--- config.mk ---
export PLATFORM = sky130hd
export DESIGN_NAME = spi_slave_ctrl
export DESIGN_NICKNAME = d
export VERILOG_FILES = /design/src/rtl/spi_pkg.sv /design/src/rtl/spi_shift_reg.sv /design/src/rtl/spi_slave_ctrl.sv
export SDC_FILE = /design/constraint.sdc
export NUM_CORES = 1
export LEC_CHECK = 0
export ABC_AREA = 1
export ABC_CLOCK_PERIOD_IN_PS = 2100
export BUFFER_PORTS_ARGS = -buffer_cell sky130_fd_sc_hd__buf_2
export CAP_MARGIN = 10
export CELL_PAD_IN_SITES_DETAIL_PLACEMENT = 1
export CELL_PAD_IN_SITES_GLOBAL_PLACEMENT = 1
export CORE_AREA = 2 2 73 75
export CTS_CLUSTER_DIAMETER = 60
export DETAILED_ROUTE_END_ITERATION = 6
export DIE_AREA = 0 0 75 77
export PLACE_DENSITY = 0.8
export REMOVE_ABC_BUFFERS = 1
export SETUP_SLACK_MARGIN = 0.02
export SYNTH_ARGS = -nofsm -noshare
export SYNTH_HDL_FRONTEND = slang
export SYNTH_SLANG_ARGS = --single-unit
--- constraint.sdc ---
create_clock -name clk -period 2.1 [get_ports clk]
set_input_delay 0.525 -clock clk [delete_from_list [all_inputs] [get_ports clk]]
set_output_delay 0.525 -clock clk [all_outputs]
set_load 0.01 [all_outputs]
--- src/rtl/spi_pkg.sv ---
// Shared types and constants for the SPI slave front-end controller.
package spi_pkg;

  localparam int unsigned CMD_W           = 2;
  localparam int unsigned DATA_W_DEFAULT  = 8;
  localparam int unsigned FRAME_W_DEFAULT = DATA_W_DEFAULT + CMD_W;

  localparam logic [CMD_W-1:0] CMD_WR_ADDR = 2'b00;
  localparam logic [CMD_W-1:0] CMD_WR_DATA = 2'b01;
  localparam logic [CMD_W-1:0] CMD_RD_ADDR = 2'b10;
  localparam logic [CMD_W-1:0] CMD_RD_DATA = 2'b11;

  typedef enum logic [2:0] {
    IDLE,
    CHK_CMD,
    WRITE,
    READ_ADD,
    READ_DATA,
    DONE
  } state_t;

endpackage

--- src/rtl/spi_shift_reg.sv ---
// Parallel-load / serial-shift register (MSB out first) with a shift counter.
// Priority: clr > load > shift. Load and clr both restart the counter.
module spi_shift_reg #(
  parameter int unsigned W = 8,
  localparam int unsigned CNT_W = $clog2(W + 1)
) (
  input  logic             clk,
  input  logic             rst_n,
  input  logic             clr,
  input  logic             load,
  input  logic [W-1:0]     din,
  input  logic             shift,
  input  logic             sin,
  output logic [W-1:0]     q,
  output logic [W-1:0]     nxt_c,
  output logic [CNT_W-1:0] cnt
);

  assign nxt_c = {q[W-2:0], sin};

  always_ff @(posedge clk or negedge rst_n) begin
    if (!rst_n) begin
      q   <= '0;
      cnt <= '0;
    end else if (clr) begin
      q   <= '0;
      cnt <= '0;
    end else if (load) begin
      q   <= din;
      cnt <= '0;
    end else if (shift) begin
      q   <= nxt_c;
      cnt <= cnt + CNT_W'(1);
    end
  end

endmodule

--- src/rtl/spi_slave_ctrl.sv ---
// SPI slave front end: deserialises MOSI frames for the RAM and serialises
// read data back on MISO, tracking whether a read address has been loaded.
module spi_slave_ctrl
  import spi_pkg::*;
#(
  parameter int unsigned DATA_W = DATA_W_DEFAULT,
  localparam int unsigned FRAME_W = DATA_W + CMD_W
) (
  input  logic               clk,
  input  logic               rst_n,
  input  logic               SS_n,
  input  logic               MOSI,
  output logic               MISO,
  output logic [FRAME_W-1:0] rx_data,
  output logic               rx_valid,
  input  logic [DATA_W-1:0]  tx_data,
  input  logic               tx_valid
);

  localparam int unsigned RX_CNT_W = $clog2(FRAME_W + 1);
  localparam int unsigned TX_CNT_W = $clog2(DATA_W + 1);

  state_t state, state_d;
  logic   rd_addr_done, rd_addr_done_d;
  logic   tx_busy, tx_busy_d;
  logic   rx_valid_d;
  logic [FRAME_W-1:0] rx_data_d;

  logic rx_clr_c, rx_shift_c;
  logic tx_clr_c, tx_load_c, tx_shift_c;
  logic frame_last_c, frame_done_c, tx_last_c;

  logic [FRAME_W-1:0]  rx_q, rx_nxt_c;
  logic [RX_CNT_W-1:0] rx_cnt;
  logic [DATA_W-1:0]   tx_q, tx_nxt_c;
  logic [TX_CNT_W-1:0] tx_cnt;
  logic                unused_c;

  spi_shift_reg #(.W(FRAME_W)) u_rx_sr (
    .clk   (clk),
    .rst_n (rst_n),
    .clr   (rx_clr_c),
    .load  (1'b0),
    .din   ('0),
    .shift (rx_shift_c),
    .sin   (MOSI),
    .q     (rx_q),
    .nxt_c (rx_nxt_c),
    .cnt   (rx_cnt)
  );

  spi_shift_reg #(.W(DATA_W)) u_tx_sr (
    .clk   (clk),
    .rst_n (rst_n),
    .clr   (tx_clr_c),
    .load  (tx_load_c),
    .din   (tx_data),
    .shift (tx_shift_c),
    .sin   (1'b0),
    .q     (tx_q),
    .nxt_c (tx_nxt_c),
    .cnt   (tx_cnt)
  );

  // MISO is the serialiser MSB flop; that register is zero whenever not transmitting.
  assign MISO     = tx_q[DATA_W-1];
  assign unused_c = ^{rx_q[FRAME_W-1], tx_q[DATA_W-2:0], tx_nxt_c};

  assign frame_last_c = (rx_cnt == RX_CNT_W'(FRAME_W - 1));
  assign frame_done_c = (rx_cnt == RX_CNT_W'(FRAME_W));
  assign tx_last_c    = (tx_cnt == TX_CNT_W'(DATA_W - 1));

  // Next-state and datapath control.
  always_comb begin
    state_d        = state;
    rd_addr_done_d = rd_addr_done;
    tx_busy_d      = tx_busy;
    rx_valid_d     = 1'b0;
    rx_data_d      = rx_data;
    rx_clr_c       = 1'b0;
    rx_shift_c     = 1'b0;
    tx_clr_c       = 1'b0;
    tx_load_c      = 1'b0;
    tx_shift_c     = 1'b0;

    if (state != IDLE && SS_n) begin
      state_d    = IDLE;
      rx_clr_c   = 1'b1;
      tx_clr_c   = 1'b1;
      tx_busy_d  = 1'b0;
    end else begin
      case (state)
        IDLE: begin
          rx_clr_c = 1'b1;
          if (!SS_n) state_d = CHK_CMD;
        end
        CHK_CMD: begin
          if (!MOSI)             state_d = WRITE;
          else if (rd_addr_done) state_d = READ_DATA;
          else                   state_d = READ_ADD;
        end
        WRITE, READ_ADD: begin
          rx_shift_c = 1'b1;
          if (frame_last_c) begin
            rx_data_d  = rx_nxt_c;
            rx_valid_d = 1'b1;
            state_d    = DONE;
            if (state == READ_ADD) rd_addr_done_d = 1'b1;
          end
        end
        READ_DATA: begin
          if (tx_busy) begin
            if (tx_last_c) begin
              tx_clr_c       = 1'b1;
              tx_busy_d      = 1'b0;
              rd_addr_done_d = 1'b0;
              state_d        = DONE;
            end else begin
              tx_shift_c = 1'b1;
            end
          end else if (frame_done_c) begin
            if (tx_valid) begin
              tx_load_c = 1'b1;
              tx_busy_d = 1'b1;
            end
          end else begin
            rx_shift_c = 1'b1;
            if (frame_last_c) begin
              rx_data_d  = rx_nxt_c;
              rx_valid_d = 1'b1;
            end
          end
        end
        DONE: begin
          rx_clr_c = 1'b1;
        end
        default: begin
          state_d = IDLE;
        end
      endcase
    end
  end

  always_ff @(posedge clk or negedge rst_n) begin
    if (!rst_n) begin
      state        <= IDLE;
      rd_addr_done <= 1'b0;
      tx_busy      <= 1'b0;
      rx_valid     <= 1'b0;
      rx_data      <= '0;
    end else begin
      state        <= state_d;
      rd_addr_done <= rd_addr_done_d;
      tx_busy      <= tx_busy_d;
      rx_valid     <= rx_valid_d;
      rx_data      <= rx_data_d;
    end
  end

endmodule
==> summary.txt, run 1 <==
Outcome
  • Status: finished clean

Die
  • IO Pins: 25
  • Die footprint: 5780 um^2
  • Die Span Y: 77 um
  • Initial core utilization: 0.452
  • Core area: 4980 um^2
  • Site row count: 26
  • Die width: 75 um

Timing
  • Fin Setup TNS: 0 ns
  • Final slew viol count: 0
  • Unrepaired setup endpoints after global routing: false
  • Slew margin rel.: 0.644
  • Final Setup Violations: 0
  • Final hold viol count: 0
  • Period utilisation layout: 0.890
  • Fmax achieved: 0.535 GHz
  • Layout Skew: 0.00362 ns
  • Worst-Margin Slew: 0.534 ns
  • Final hold slack: 0.282 ns
  • Min Tclk post-route: 1.87 ns

Worst setup path
  • Reg2reg setup slack: 0.23 ns
  • Critical path class: reg -> reg
  • CP endpoint kind: flop
  • R2R Path Start: u_rx_sr.cnt[0]$_DFFE_PN0P_
  • R2R cell count: 8
  • Critical Path Start Type: flop
  • Critical-path maximum fanout: 21
  • Worst path arrival time: 2.04 ns
  • CP required: 2.27 ns
  • Reg2reg end: rx_data[1]$_DFFE_PN0P_

Cells and area
  • Register area: 1030 um^2
  • # fillers: 634
  • Multi-input gate area: 1030 um^2
  • Area grow syn2layout: 11.4%
  • Final Net Count: 316
  • Core Util, Final: 0.504
  • Final Non-Filler Cells: 370
  • Share of layout cells above drive strength 1: 0.213
  • ANT cells: 0

Synth
  • Synthesized cell area: 2250 um^2
  • Post-synth EDFFs: 0
  • Post-synthesis sequential area ratio: 0.456
  • YS warnings: 0
  • Asr flop ratio synth: 1.00
  • Cell count after synthesis: 274
  • Syn avg cell area: 8.22 um^2
  • FF+latch count, synth: 41
  • Post-synth cell types: 27
  • Top FF cell, synth: dfrtp_1

Clocking
  • CTS resizes: 0
  • Setup bufs post-CTS: 0
  • CTS tree: done
  • Hold_buf cts: 0
  • Clock sinks: 41
  • Clk Tree Root Cell: clkbuf_8
  • Inserted Clock Buffers: 5
  • Htree depth: 2
  • Clock Path Buffers: 2
  • CTS clk-pin slew, worst paths: 0.08 ns
  • Later-pin clock latency in the skew report: 0.29 ns

GRT
  • Largest net degree at the start of global routing: 42
  • Busiest grt layer: met2
  • Vias in the first global route: 1,962
  • M3 GR Usage: 0.0407
  • GR met1 Demand/Resource: 0.250
  • Global-route wire length before repair: 9050 um
  • Initial antenna violation count: 0
  • Met2 Use GR: 0.349
  • Gr ovfl total: 0
  • GRT Overall Usage: 0.201

Route
  • Drc violations: 0
  • Antenna-violating nets left: 0
  • Initial DRT Pass Iterations: 4
  • Routed vias/inst: 5.09
  • Via Count: 1,885
  • Routed WL per cell: 13.7 um
  • Iteration-0 DRC count of the detailed router: 59
  • DRT Wirelength: 5070 um

Flow run
  • Max-Cap Viols: 0

Power
  • Power per cell area: 851 nW/um^2
  • Final Total Pwr: 2.14 mW
  • Pleak: 1.35 nW
  • VDD IR max: 0.305 mV

Placement
  • DP Cell Count: 362
  • Placer's final routability congestion estimate: 0.798
  • Hpwl dp: 3730 um
  • Port-buffer cells: 24

Hold path
  • Hold Path Class: in -> async
==> report_power, final <==
group          internal, mW  switching [mW]
Combinational         0.180           0.459
Clock                 0.297           0.266
Sequential            0.848          0.0844
Total                  1.33           0.810
==> critical path, stage by stage, from the launching register on <==
cell,delay (ns)
dfrtp_1,0.45
inv_1,0.10
ha_1,0.26
nand3_1,0.12
nand3_2,0.10
nand2_4,0.17
nand2_2,0.31
nand2_1,0.17
o21ai_2,0.06
==> through the flow <==
| stage | area, um^2 | setup slack (ns) |
|---|---|---|
| floorplan | 2190 | 0.550 |
| global placement | 2410 | 0.342 |
| detailed placement | 2410 | 0.239 |
| CTS | 2510 | 0.196 |
| global route | 2510 | 0.0304 |
| finish | 2510 | 0.231 |
==> cell families after synthesis <==
kind of cell	share of synthesized area
xor gates and xnor gates	0.0117
adders and majority gates	0.0222
and+or+nand+nor	0.350
DFF	0.456
AOI/OAI and AO/OA	0.0744
buffers and inverters	0.0861
==> registers in the layout, summed over array words and instances (netlist names) <==
| register | cells |
|---|---|
| u_rx_sr.q | 9 |
| rd_addr_done | 1 |
| rx_valid | 1 |
| tx_busy | 1 |
| rx_data | 10 |
| u_tx_sr.cnt | 4 |
| state | 3 |
| u_tx_sr.q | 8 |
| u_rx_sr.cnt | 4 |
==> metal layers <==
layer / vias to the layer above / wire length (um)
met5: - / 0
li1: 923 / -
met3: 7 / 161
met1: 925 / 2190
met2: 30 / 2670
met4: 0 / 47
==> final cells by class <==
cell class,instances,area share
flip-flops and latches,41,0.409
multi-input cells,190,0.411
clock inverters,1,0.00199
inverters,36,0.0538
clock buffers,7,0.0384
well taps,70,0.0349
repair buffers,25,0.0508
==> how the worst max path moves through the flow <==
stage	startpoint	end	slack (ns)	cells after the start
6_report	u_rx_sr.cnt[0]$_DFFE_PN0P_	rx_data[1]$_DFFE_PN0P_	0.23	8
5_1_grt	u_rx_sr.cnt[0]$_DFFE_PN0P_	rx_data[8]$_DFFE_PN0P_	0.03	8
4_1_cts	u_rx_sr.cnt[0]$_DFFE_PN0P_	rx_data[7]$_DFFE_PN0P_	0.20	8
3_5_place_dp	u_rx_sr.cnt[0]$_DFFE_PN0P_	rx_data[7]$_DFFE_PN0P_	0.24	8
3_3_place_gp	state[2]$_DFFE_PN0P_	rx_data[0]$_DFFE_PN0P_	0.34	7
2_1_floorplan	u_rx_sr.cnt[0]$_DFFE_PN0P_	rx_data[0]$_DFFE_PN0P_	0.55	8
==> cell usage after synthesis (2+ instances only) <==
cell      count  area [um^2]
buf_2         2         10.0
buf_4         2         15.0
buf_6         3         33.8
dfrtp_1      41         1030
ha_1          4         50.1
inv_1        34          128
inv_2         2         7.51
nand2_1      82          308
nand2_2       6         37.5
nand2_4       3         33.8
nand3_1      34          170
nand3b_1      2         15.0
nand4_1      13         81.3
nor2_1        9         33.8
nor2_2        3         18.8
nor2_4        5         56.3
o21ai_0       2         10.0
o21ai_2      10         87.6
o21bai_1      7         52.6
xor2_1        3         26.3
==> layout by cell type (no fill, tap or decap), drive strengths merged, types with 3 or more instances in the layout <==
cell and n:
clkbuf 7, xor2 3, dfrtp 41, inv 36
nand3 35, ha 4, nand2 91, nand4 14
nor2 17, o21ai 13, o21bai 7, buf 25
Power figures use the tool's default switching activity.
==> run 2, diff against run 1 <==
PLACE_DENSITY = not set   (was 0.8)
PLACE_DENSITY_LB_ADDON = 0.1   (was not set)
==> summary.txt, run 2 (same netlist as run 1, synthesis figures left out) <==
Placement
  • Hpwl dp: 3430 um
  • Port-buffer cells: 24
  • Placer's final routability congestion estimate: 0.777
  • Worst slack, placed: 0.269 ns
  • Cell Area, Placed: 2420 um^2

Timing
  • Layout Skew: 0.00257 ns
  • Fin Setup TNS: 0 ns
  • Final Setup Violations: 0
  • Min Tclk post-route: 1.82 ns
  • Worst-Margin Slew: 0.459 ns
  • Period utilisation layout: 0.865
  • Fin worst setup slack: 0.284 ns
  • Final hold viol count: 0
  • Final hold slack: 0.198 ns
  • Final slew viol count: 0
  • Slew margin rel.: 0.693
  • Fmax achieved: 0.551 GHz
  • Unrepaired setup endpoints after global routing: false

GRT
  • Initial antenna violation count: 0
  • Global-route wire length before repair: 8460 um
  • GRT Overall Usage: 0.188
  • Gr ovfl total: 0
  • Largest net degree at the start of global routing: 42
  • Vias in the first global route: 1,902

Worst setup path
  • Critical Path Start Type: flop
  • CP required: 2.27 ns
  • CP endpoint kind: flop
  • Critical path class: reg -> reg
  • Critical-path maximum fanout: 21
  • Worst path arrival time: 1.99 ns

Clocking
  • Clock sinks: 41
  • Inserted Clock Buffers: 5
  • CTS tree: done
  • CTS clk-pin slew, worst paths: 0.08 ns
  • Clk Tree Root Cell: clkbuf_8
  • Htree depth: 2
  • CTS resizes: 0
  • Setup bufs post-CTS: 0
  • Hold_buf cts: 0
  • Clock Path Buffers: 2
  • Later-pin clock latency in the skew report: 0.29 ns

Route
  • DRT Wirelength: 4730 um
  • Routed WL per cell: 12.8 um
  • Via Count: 1,827
  • Routed vias/inst: 4.94
  • Drc violations: 0
  • Initial DRT Pass Iterations: 4
  • Iteration-0 DRC count of the detailed router: 45
  • Antenna-violating nets left: 0

Power
  • Power per cell area: 820 nW/um^2
  • Clock power frac: 0.244
  • VDD IR max: 0.290 mV
  • Comb power frac: 0.304
  • Int Power: 1.26 mW
  • Pleak: 1.35 nW
  • Sw Share: 0.387
  • Sw Pwr: 795 uW
  • Sequential share of power: 0.451

Cells and area
  • Final instance area: 2500 um^2
  • Max FFs per register: 10
  • Final Net Count: 316
  • ANT cells: 0
  • Commonest non-fill, non-tap cell in the layout: nand2_1
  • # fillers: 631
  • Most frequent cells in the layout: 82 x nand2_1, 41 x dfrtp_1, 34 x inv_1, 34 x nand3_1, 24 x buf_2
  • Area grow syn2layout: 11.2%
  • Share of layout cells above drive strength 1: 0.210
  • Largest regs: rx_data x10, u_rx_sr.q x9, u_tx_sr.q x8
  • Biggest register: rx_data

Hold path
  • Hold Path Class: in -> async

Die
  • IO Pins: 25
  • Initial core utilization: 0.452
  • Die Span Y: 77 um
  • Die width: 75 um
  • Core area: 4980 um^2
  • Die footprint: 5780 um^2
  • Site row count: 26

Flow run
  • Max-Cap Viols: 0

Outcome
  • Status: finished clean
==> run 2: cell types whose count changed in the layout (fill, tap and decap cells not counted), sizes merged <==
| cell | before | now |
|---|---|---|
| clkinv | 1 | 2 |
| clkbuf | 7 | 6 |
==> run 2: worst max-delay path, stage by stage (launching register included) <==
cell     delay (ns)
dfrtp_1        0.44
inv_1          0.09
ha_1           0.22
nand3_1        0.11
nand3_2        0.11
nand2_4        0.18
nand2_2        0.30
nand2_1        0.16
o21ai_2        0.06
==> run 2: power groups by stage <==
stage	Clock [mW]	Sequential, mW	Combinational, mW
4_1_cts	0.526	0.928	0.637
6_report	0.501	0.927	0.625
3_3_place_gp	0	0.941	0.625
3_5_place_dp	0	0.943	0.636
2_1_floorplan	0	0.925	0.477
5_1_grt	0.559	0.939	0.731
==> run 2: final timing paths <==
| check | start | endpoint | slack [ns] | depth (start not counted) |
|---|---|---|---|---|
| setup / recovery | u_rx_sr.cnt[0]$_DFFE_PN0P_ | rx_data[6]$_DFFE_PN0P_ | 0.28 | 8 |
| hold / removal | rst_n | rx_data[5]$_DFFE_PN0P_ | 0.20 | 2 |
| setup reg to reg | u_rx_sr.cnt[0]$_DFFE_PN0P_ | rx_data[6]$_DFFE_PN0P_ | 0.28 | 8 |
| hold reg to reg | u_rx_sr.q[8]$_DFFE_PN0P_ | u_rx_sr.q[8]$_DFFE_PN0P_ | 0.48 | 2 |
| max in group asynchronous | rst_n | tx_busy$_DFFE_PN0P_ | 1.70 | 2 |
| min in group clk | tx_data[0] | u_tx_sr.q[0]$_DFFE_PN0P_ | 0.46 | 3 |
==> run 2: layout make-up <==
type / instances / area, um^2 / area share
Clock buffer: 6 / 72.6 / 0.0290
Clock inverter: 2 / 10.0 / 0.00400
Inverter: 36 / 135 / 0.0540
Multi-Input combinational cell: 190 / 1030 / 0.412
Sequential cell: 41 / 1030 / 0.410
Tap cell: 70 / 87.6 / 0.0350
Timing Repair Buffer: 25 / 140 / 0.0560
==> run 2: per-layer routing <==
metal | track usage | share of wire | up-vias
met4 | 0.0607 | 0.012 | 0
met1 | 0.228 | 0.45 | 870
met5 | 0 | 0 | -
met3 | 0.0407 | 0.029 | 6
met2 | 0.323 | 0.51 | 28
li1 | - | - | 923
==> run 2: through the flow <==
stage	utilization	power, mW	cells
5_1_grt	0.503	2.23	370
2_1_floorplan	-	1.40	267
3_5_place_dp	0.486	1.58	362
3_3_place_gp	0.486	1.57	362
4_1_cts	0.503	2.09	370
6_report	0.503	2.05	370
